<file path="src/rtl/exc_ctrl_pkg.sv">
// Shared constants for the exception/interrupt sequencer: ExcCodes, FSM
// state encoding, default exception vector and the prioritised-event record.
package exc_ctrl_pkg;

  localparam logic [4:0] EXC_INT = 5'd0;
  localparam logic [4:0] EXC_SYS = 5'd8;
  localparam logic [4:0] EXC_RI  = 5'd10;
  localparam logic [4:0] EXC_OV  = 5'd12;

  localparam logic [1:0] ST_IDLE    = 2'd0;
  localparam logic [1:0] ST_ENTER   = 2'd1;
  localparam logic [1:0] ST_HANDLER = 2'd2;
  localparam logic [1:0] ST_RETURN  = 2'd3;

  localparam logic [31:0] HANDLER_ADDR_DEF = 32'h0000_0380;

  typedef struct packed {
    logic       valid;
    logic       is_irq;
    logic [4:0] cause;
    logic [2:0] irq_id;
  } event_t;

endpackage

</file>
<file path="src/rtl/exc_prio_enc.sv">
// Combinational priority encoder: picks the highest-priority exception or the
// lowest-numbered pending (already masked) interrupt.
module exc_prio_enc
  import exc_ctrl_pkg::*;
#(
  parameter int NUM_IRQ = 6
) (
  input  logic               exc_ovf,
  input  logic               exc_ri,
  input  logic               exc_sys,
  input  logic [NUM_IRQ-1:0] irq_pend,
  output event_t             evt
);

  logic [2:0] low_id;

  // Scan from the top down so the last hit is the lowest pending index.
  always_comb begin
    low_id = '0;
    for (int i = NUM_IRQ - 1; i >= 0; i--) begin
      if (irq_pend[i]) low_id = 3'(i);
    end
  end

  always_comb begin
    evt = '0;
    if (exc_ovf) begin
      evt.valid = 1'b1;
      evt.cause = EXC_OV;
    end else if (exc_ri) begin
      evt.valid = 1'b1;
      evt.cause = EXC_RI;
    end else if (exc_sys) begin
      evt.valid = 1'b1;
      evt.cause = EXC_SYS;
    end else if (|irq_pend) begin
      evt.valid  = 1'b1;
      evt.is_irq = 1'b1;
      evt.cause  = EXC_INT;
      evt.irq_id = low_id;
    end
  end

endmodule

</file>
<file path="src/rtl/exc_ctrl.sv">
// Exception/interrupt sequencer: IDLE -> ENTER -> HANDLER -> RETURN.
// Define EXC_CTRL_IRQ_SYNC_EN to pass irq through a 2-flop synchroniser.
module exc_ctrl
  import exc_ctrl_pkg::*;
#(
  parameter int                 NUM_IRQ      = 6,
  parameter logic [31:0]        HANDLER_ADDR = HANDLER_ADDR_DEF,
  parameter logic [NUM_IRQ-1:0] IRQ_MASK_RST = '0
) (
  input  logic               clk,
  input  logic               reset,
  input  logic               exc_ovf,
  input  logic               exc_ri,
  input  logic               exc_sys,
  input  logic [31:0]        exc_pc,
  input  logic [31:0]        next_pc,
  input  logic [NUM_IRQ-1:0] irq,
  input  logic               irq_mask_we,
  input  logic [NUM_IRQ-1:0] irq_mask_wdata,
  input  logic               eret,
  input  logic [31:0]        epc_in,
  output logic               epc_write,
  output logic [31:0]        epc_pc,
  output logic               flush,
  output logic               pc_redirect,
  output logic [31:0]        redirect_pc,
  output logic [4:0]         cause,
  output logic [2:0]         irq_id,
  output logic               exl,
  output logic [NUM_IRQ-1:0] irq_mask
);

  logic [1:0]         state;
  logic [1:0]         state_nxt;
  logic [NUM_IRQ-1:0] irq_eff;
  event_t             evt;

`ifdef EXC_CTRL_IRQ_SYNC_EN
  logic [NUM_IRQ-1:0] irq_s1;
  logic [NUM_IRQ-1:0] irq_s2;

  always_ff @(posedge clk or negedge reset) begin
    if (!reset) begin
      irq_s1 <= '0;
      irq_s2 <= '0;
    end else begin
      irq_s1 <= irq;
      irq_s2 <= irq_s1;
    end
  end

  assign irq_eff = irq_s2;
`else
  assign irq_eff = irq;
`endif

  exc_prio_enc #(.NUM_IRQ(NUM_IRQ)) u_prio (
    .exc_ovf  (exc_ovf),
    .exc_ri   (exc_ri),
    .exc_sys  (exc_sys),
    .irq_pend (irq_eff & irq_mask),
    .evt      (evt)
  );

  always_comb begin
    state_nxt = state;
    case (state)
      ST_IDLE:    if (evt.valid) state_nxt = ST_ENTER;
      ST_ENTER:   state_nxt = ST_HANDLER;
      ST_HANDLER: if (eret) state_nxt = ST_RETURN;
      ST_RETURN:  state_nxt = ST_IDLE;
      default:    state_nxt = ST_IDLE;
    endcase
  end

  // Mask writes land after this cycle's detection has already used the old mask.
  always_ff @(posedge clk or negedge reset) begin
    if (!reset) begin
      state    <= ST_IDLE;
      epc_pc   <= '0;
      cause    <= '0;
      irq_id   <= '0;
      irq_mask <= IRQ_MASK_RST;
    end else begin
      state <= state_nxt;
      if (irq_mask_we) irq_mask <= irq_mask_wdata;
      if (state == ST_IDLE && evt.valid) begin
        epc_pc <= evt.is_irq ? next_pc : exc_pc;
        cause  <= evt.cause;
        irq_id <= evt.irq_id;
      end
    end
  end

  assign epc_write   = (state == ST_ENTER);
  assign flush       = (state == ST_ENTER) || (state == ST_RETURN);
  assign pc_redirect = flush;
  assign exl         = (state != ST_IDLE);
  assign redirect_pc = (state == ST_ENTER)  ? HANDLER_ADDR :
                       (state == ST_RETURN) ? epc_in : 32'h0;

endmodule

</file>
<file path="config.mk">
export PLATFORM = sky130hd
export DESIGN_NAME = exc_ctrl
export DESIGN_NICKNAME = d
export VERILOG_FILES = /design/src/rtl/exc_ctrl_pkg.sv /design/src/rtl/exc_prio_enc.sv /design/src/rtl/exc_ctrl.sv
export SDC_FILE = /design/constraint.sdc
export NUM_CORES = 1
export LEC_CHECK = 0
export CAP_MARGIN = 20
export CORE_MARGIN = 2
export CORE_UTILIZATION = 33
export DETAILED_ROUTE_END_ITERATION = 10
export PLACE_DENSITY_LB_ADDON = 0.08
export SYNTH_ARGS = -nofsm -noshare
export SYNTH_HDL_FRONTEND = slang
export SYNTH_SLANG_ARGS = --single-unit
</file>
<file path="constraint.sdc">
create_clock -name clk -period 2.35 [get_ports clk]
set_input_delay 0.47 -clock clk [delete_from_list [all_inputs] [get_ports clk]]
set_output_delay 0.47 -clock clk [all_outputs]
set_load 0.02 [all_outputs]
</file>
==> impl_metrics.py, run 1 <==
metrics = {
    "finish": {
        "design_area_mm2": 0.004551,
        "multi_input_area_mm2": 0.001162,
        "nNetsFinal": 533,
        "area.sequential_mm2": 0.001151,
        "layout-drive-gt1-share": 0.2367,
        "n_fill_cell": 594,
        "n_antenna_cell": 0,
        "area_growth_syn_to_layout_pct": 88.25,
    },
    "synth": {
        "synth_compound_area_frac": 0.2169,
        "synth_top_family_by_area": "compound AO/OA/AOI/OAI gates",
        "synth_top_area_frac": 0.4762,
        "muxShareOfSynthArea": 0.03261,
        "synth-seq-cells": 46,
        "synth_top_area_cell": "dfrtp_1",
        "synthDistinctLibCells": 28,
        "synth_xor_area_frac": 0,
        "yosys.area_share.simple": 0.2013,
        "synth.cell_area_mm2": 0.002417,
        "synth_area_leaders": "dfrtp_1 (48%), o221a_2 (15%), and2_1 (7.5%)",
        "synth.avg_cell_area_um2": 11.40,
        "synthAdderAreaFrac": 0.02588,
        "ys_seq_area_frac": 0.4762,
        "yosysWarningCount": 0,
        "syn_inst": 212,
    },
    "cts": {
        "cts_tree": "yes",
        "h-tree-depth": 2,
        "post_cts_buffers": 0,
        "cts_root_buf": "clkbuf_8",
        "cts_made_buffers": 5,
        "clockBufferDepth": 2,
        "clk_pin_slew_ns": 0.09,
        "clk_latency_ns": 0.30,
        "cts_sinks": 46,
    },
    "placement": {
        "dpl.hpwl_um": 6335,
        "place_congestion": 0.7289,
        "numPortBuffers": 194,
        "placed_cell_area_mm2": 0.004582,
    },
    "setup_path": {
        "path_class": "reg2out",
        "cp_slowest_cell": "dfrtp_1",
        "critPathCaptureType": "output pin",
        "cp_num_buf_inv": 3,
        "critical_path_required_ns": 1.88,
        "worstPathMaxFanout": 5,
        "worst_path_largest_cell_delay_ns": 0.40,
        "cp_cell_sequence": "inv_1, ha_1, buf_4, or2_2, dlygate4sd2_1",
        "critPathTopFamily": "buffers and inverters",
        "worstPathArrival_ns": 1.78,
        "cp-start-kind": "flip-flop",
    },
    "min_path": {
        "min_path_type": "in2async",
    },
    "power": {
        "peakVddDrop_v": 0.0005906,
        "p_leak_nw": 1.981,
        "p_per_area_mw_per_mm2": 1145,
    },
    "detailed_routing": {
        "routed_wl_um": 8375,
        "drt-pass1-iter-count": 4,
        "wl_per_cell_um": 16.33,
        "vias": 2445,
        "drc": 0,
        "postRouteAntennaNets": 0,
        "drt_iter0_drc": 114,
        "viasPerCell": 4.766,
    },
    "die": {
        "initial_core_util": 0.3369,
        "die_y_um": 89.59,
        "num_rows": 31,
        "die_x_um": 89.59,
        "dieArea_mm2": 0.008025,
        "io_pins": 197,
        "core-area_mm2": 0.007176,
    },
    "timing": {
        "period_share": 0.9591,
        "holdWs_ns": 0.1386,
        "finalSetupViolations": 0,
        "finalCriticalPeriod_ns": 2.254,
        "finClkSkew_ns": 0.004668,
        "fmax_mhz": 443.7,
        "slew_violations": 0,
        "rsz0062_at_grt": "false",
        "setup_tns_ns": 0,
        "finalHoldViolCount": 0,
    },
    "global_routing": {
        "grt_overflow": 0,
        "grtUsageTotal": 0.1948,
        "grt_pass1_vias": 2277,
        "grt_pass1_wl_um": 11900,
        "antenna_found_initial": 0,
        "grt_max_degree": 47,
    },
    "outcome": {
        "status": "finished clean",
    },
    "run": {
        "drv_cap": 0,
    },
}
==> worst register-to-register path: cells and delay by family, from the launching register on <==
kind	cells	cell delay, ns
AO/OA/AOI/OAI	3	0.86
flip-flops	1	0.41
buffers and inverters	1	0.24
AND/OR/NAND/NOR	1	0.24
==> routing by layer <==
metal	up-vias	routed length, µm	GRT usage
met1	1166	3519	0.2463
met4	0	85	0.04885
li1	1160	-	-
met2	111	4067	0.3275
met5	-	0	0
met3	8	703	0.05759
==> cells in the mapped netlist (all sizes together) <==
cell type,instances
o31ai,1
or2b,5
dfrtp,46
ha,5
conb,1
nand3,1
or2,1
nor3,1
or3,3
a22o,6
nand2b,27
nor2,2
o32a,1
a2bb2oi,1
clkbuf,8
inv,4
nand3b,1
a21oi,3
mux2,7
o221a,32
a21o,3
and2,29
a32o,2
nor2b,1
o41ai,1
buf,10
nand2,10
==> metrics by stage <==
stage               setup WS (ns)    util  total power [W]  std cells
floorplan                  0.3064       -         0.003178        213
global placement         -0.01536  0.6385         0.004799        504
detailed placement       -0.02646  0.6385         0.004842        504
CTS                       0.02018  0.6469         0.005277        512
global route             0.002153  0.6342         0.005548        513
finish                    0.09601  0.6342         0.005210        513
==> layout make-up <==
cell class | instances | share of cell area
tap | 99 | 0.02722
clock inverter | 2 | 0.002750
timing repair buffer | 211 | 0.4402
multi-input combinational | 145 | 0.2554
inverter | 4 | 0.003299
sequential | 46 | 0.2530
clock buffer | 6 | 0.01815
==> where the power goes <==
group	internal [W]	total, W	switching, W	leakage [nW]
sequential	0.00114	0.00133	0.000195	0.523
clock	0.000237	0.000515	0.000278	0.0472
combinational	0.00178	0.00336	0.00158	1.41
==> kinds of logic after synthesis <==
| kind of cell | Yosys count |
|---|---|
| AO/OA/AOI/OAI | 50 |
| adder cells (fa/ha/maj) | 5 |
| buffers and inverters | 22 |
| flip-flops | 46 |
| multiplexers | 7 |
| other | 1 |
| AND/OR/NAND/NOR | 81 |
==> registers in the layout, summed over array words and instances, names as in the netlist <==
register	cells
irq_mask	6
epc_pc	32
state	2
cause	3
irq_id	3
==> worst paths after layout <==
kind	cells after the start	end	slack (ns)	startpoint
max	5	flush	0.1	state[1]
min reg2reg	2	cause[1]	0.48	cause[1]
max reg2reg	5	epc_pc[0]	0.50	irq_mask[5]
max in group asynchronous	2	epc_pc[11]	1.98	reset
min in group clk	2	cause[1]	0.48	cause[1]
min	2	irq_mask[3]	0.14	reset
==> cells in the final DEF, fill, tap and decap left out, types with 2 or more instances in the layout <==
master and n:
clkdlybuf4s50_1 159, dfrtp_1 46, o221a_2 32, and2_1 29, clkbuf_2 29, nand2b_1 27, nand2_1 10, buf_4 9
mux2_2 7, a22o_1 6, clkbuf_8 6, buf_12 6, or2b_1 5, ha_1 5, inv_1 4, a21o_1 3
or3_1 3, a21oi_1 3, dlymetal6s2s_1 3, nor2_1 2, a32o_1 2, conb_1 2, dlygate4sd2_1 2
==> repair_timing <==
item | 4_1_cts | 5_1_grt
endpoints found under the hold margin | 0 | 0
resized for setup | 32 | 63
pin swaps | 0 | 0
endpoints found under the setup margin | 31 | 32
hold buffers | 0 | 0
cloned | 0 | 1
Power figures use the tool's default switching activity.
==> inputs of run 2 (changes only) <==
CAP_MARGIN = 0   (was 20)
CORE_AREA = 2 2 77 79   (was not set)
CORE_MARGIN = not set   (was 2)
CORE_UTILIZATION = not set   (was 33)
DIE_AREA = 0 0 79 81   (was not set)
DONT_BUFFER_PORTS = 1   (was not set)
RECOVER_POWER = 100   (was not set)
==> impl_metrics.py, run 2 (synthesis gave the netlist of run 1 again) <==
metrics = {
    "die": {
        "die_y_um": 81,
        "die_x_um": 79,
        "initial_core_util": 0.4259,
        "io_pins": 197,
        "dieArea_mm2": 0.006399,
        "num_rows": 28,
        "core-area_mm2": 0.005675,
    },
    "cts": {
        "cts_sinks": 46,
        "clockBufferDepth": 2,
        "cts_root_buf": "clkbuf_8",
        "h-tree-depth": 2,
        "postCtsResizedCells": 0,
        "cts_made_buffers": 5,
        "cts_tree": "yes",
        "clk_pin_slew_ns": 0.09,
        "clk_latency_ns": 0.30,
    },
    "setup_path": {
        "critical_path_required_ns": 2.59,
        "cp-start-kind": "flip-flop",
        "worstPathArrival_ns": 2.44,
        "reg2reg_from": "irq_mask[5]",
        "path_class": "reg2reg",
        "startpoint": "irq_mask[5]",
        "worstPathMaxFanout": 21,
        "critPathCaptureType": "flip-flop",
    },
    "detailed_routing": {
        "drt-pass1-iter-count": 4,
        "drc": 0,
        "routed_wl_um": 6321,
        "viasPerCell": 6.010,
        "drt_iter0_drc": 74,
        "postRouteAntennaNets": 0,
        "vias": 1719,
        "wl_per_cell_um": 22.10,
    },
    "timing": {
        "fin_ws_ns": 0.1521,
        "finalHoldViolCount": 0,
        "finalCriticalPeriod_ns": 2.198,
        "period_share": 0.9353,
        "finalSetupViolations": 0,
        "holdWs_ns": 0.2824,
        "slew_headroom": 0.2384,
        "rsz0062_at_grt": "false",
        "finClkSkew_ns": 0.008005,
        "worst_pin_slew_ns": 1.142,
        "fmax_mhz": 455.0,
        "slew_violations": 0,
        "setup_tns_ns": 0,
    },
    "global_routing": {
        "antenna_found_initial": 0,
        "grt_max_degree": 47,
        "grt_pass1_wl_um": 9045,
        "grt_pass1_vias": 1733,
        "grtUsageTotal": 0.1882,
        "grt_overflow": 0,
    },
    "finish": {
        "regMostFlops": "epc_pc",
        "n_fill_cell": 539,
        "area.sequential_mm2": 0.001151,
        "final_common_cell": "dfrtp_1",
        "nNetsFinal": 330,
        "fin_cells": 286,
        "top_regs": "epc_pc (32), irq_mask (6)",
        "design_area_mm2": 0.002586,
        "layout-drive-gt1-share": 0.2701,
        "area_growth_syn_to_layout_pct": 6.988,
        "largest_reg_flops": 32,
        "n_antenna_cell": 0,
        "multi_input_area_mm2": 0.001160,
        "final_cell_mix": "dfrtp_1 (46), o221a_2 (32), nand2b_1 (27)",
    },
    "run": {
        "drv_cap": 0,
    },
    "min_path": {
        "worst_hold_startpoint": "exc_ovf",
        "min_path_type": "in2reg",
    },
    "placement": {
        "dp_cells": 277,
        "numPortBuffers": 0,
        "placed_cell_area_mm2": 0.002522,
        "dp_slack_ns": 0.2880,
        "dpl.hpwl_um": 4918,
        "place_congestion": 0.7814,
    },
    "power": {
        "peakVddDrop_v": 0.0006107,
        "p_per_area_mw_per_mm2": 1554,
        "p_leak_nw": 1.079,
    },
    "outcome": {
        "status": "finished clean",
    },
}
-- run 2: final timing paths --
| path | endpoint | slack [ns] | depth (start not counted) |
|---|---|---|---|
| min in group asynchronous | epc_pc[17] | 0.37 | 1 |
| max | epc_pc[23] | 0.15 | 5 |
| min | cause[2] | 0.28 | 2 |
| max reg2reg | epc_pc[23] | 0.15 | 5 |
| min reg2reg | state[0] | 0.59 | 1 |
| max in group asynchronous | epc_pc[8] | 1.27 | 1 |
-- run 2: worst max-delay path, cell delays in order (launching register included) --
cell and delay, ns:
dfrtp_1 0.48, a22o_1 0.33, or3_1 0.47, nand3_2 0.26, clkbuf_4 0.36, o221a_2 0.24
-- run 2: metrics by stage --
step	power, W	utilization
2_1_floorplan	0.003178	-
5_1_grt	0.004290	0.4557
4_1_cts	0.004105	0.4652
3_5_place_dp	0.003595	0.4444
3_3_place_gp	0.003530	0.4444
6_report	0.004018	0.4557
-- run 2: where the power goes --
group          leakage [nW]  switching, W  total [W]  internal (W)
clock network        0.0441      0.000277   0.000486      0.000209
logic                 0.512      0.000940    0.00175      0.000812
registers             0.523      0.000646    0.00178       0.00113
total                  1.08       0.00186    0.00402       0.00216
-- run 2: area by class of cell --
class	instances	share of cell area
clock buffer	5	0.02661
clock inverter	3	0.008224
inverter	4	0.005806
multi-input combinational	145	0.4485
sequential	46	0.4451
tap	75	0.03628
timing repair buffer	8	0.02951
-- run 2: layer usage --
metal	GRT usage	wire [µm]	vias up
met4	0.06552	126	0
met1	0.2013	2216	837
met3	0.06778	611	10
met2	0.3441	3368	116
li1	-	-	756
met5	0	0	-
-- run 2: repair_timing --
item / CTS / global route
hold endpoints to repair: 46 / 0
buffers inserted: 0 / 0
hold buffers: 1 / 0
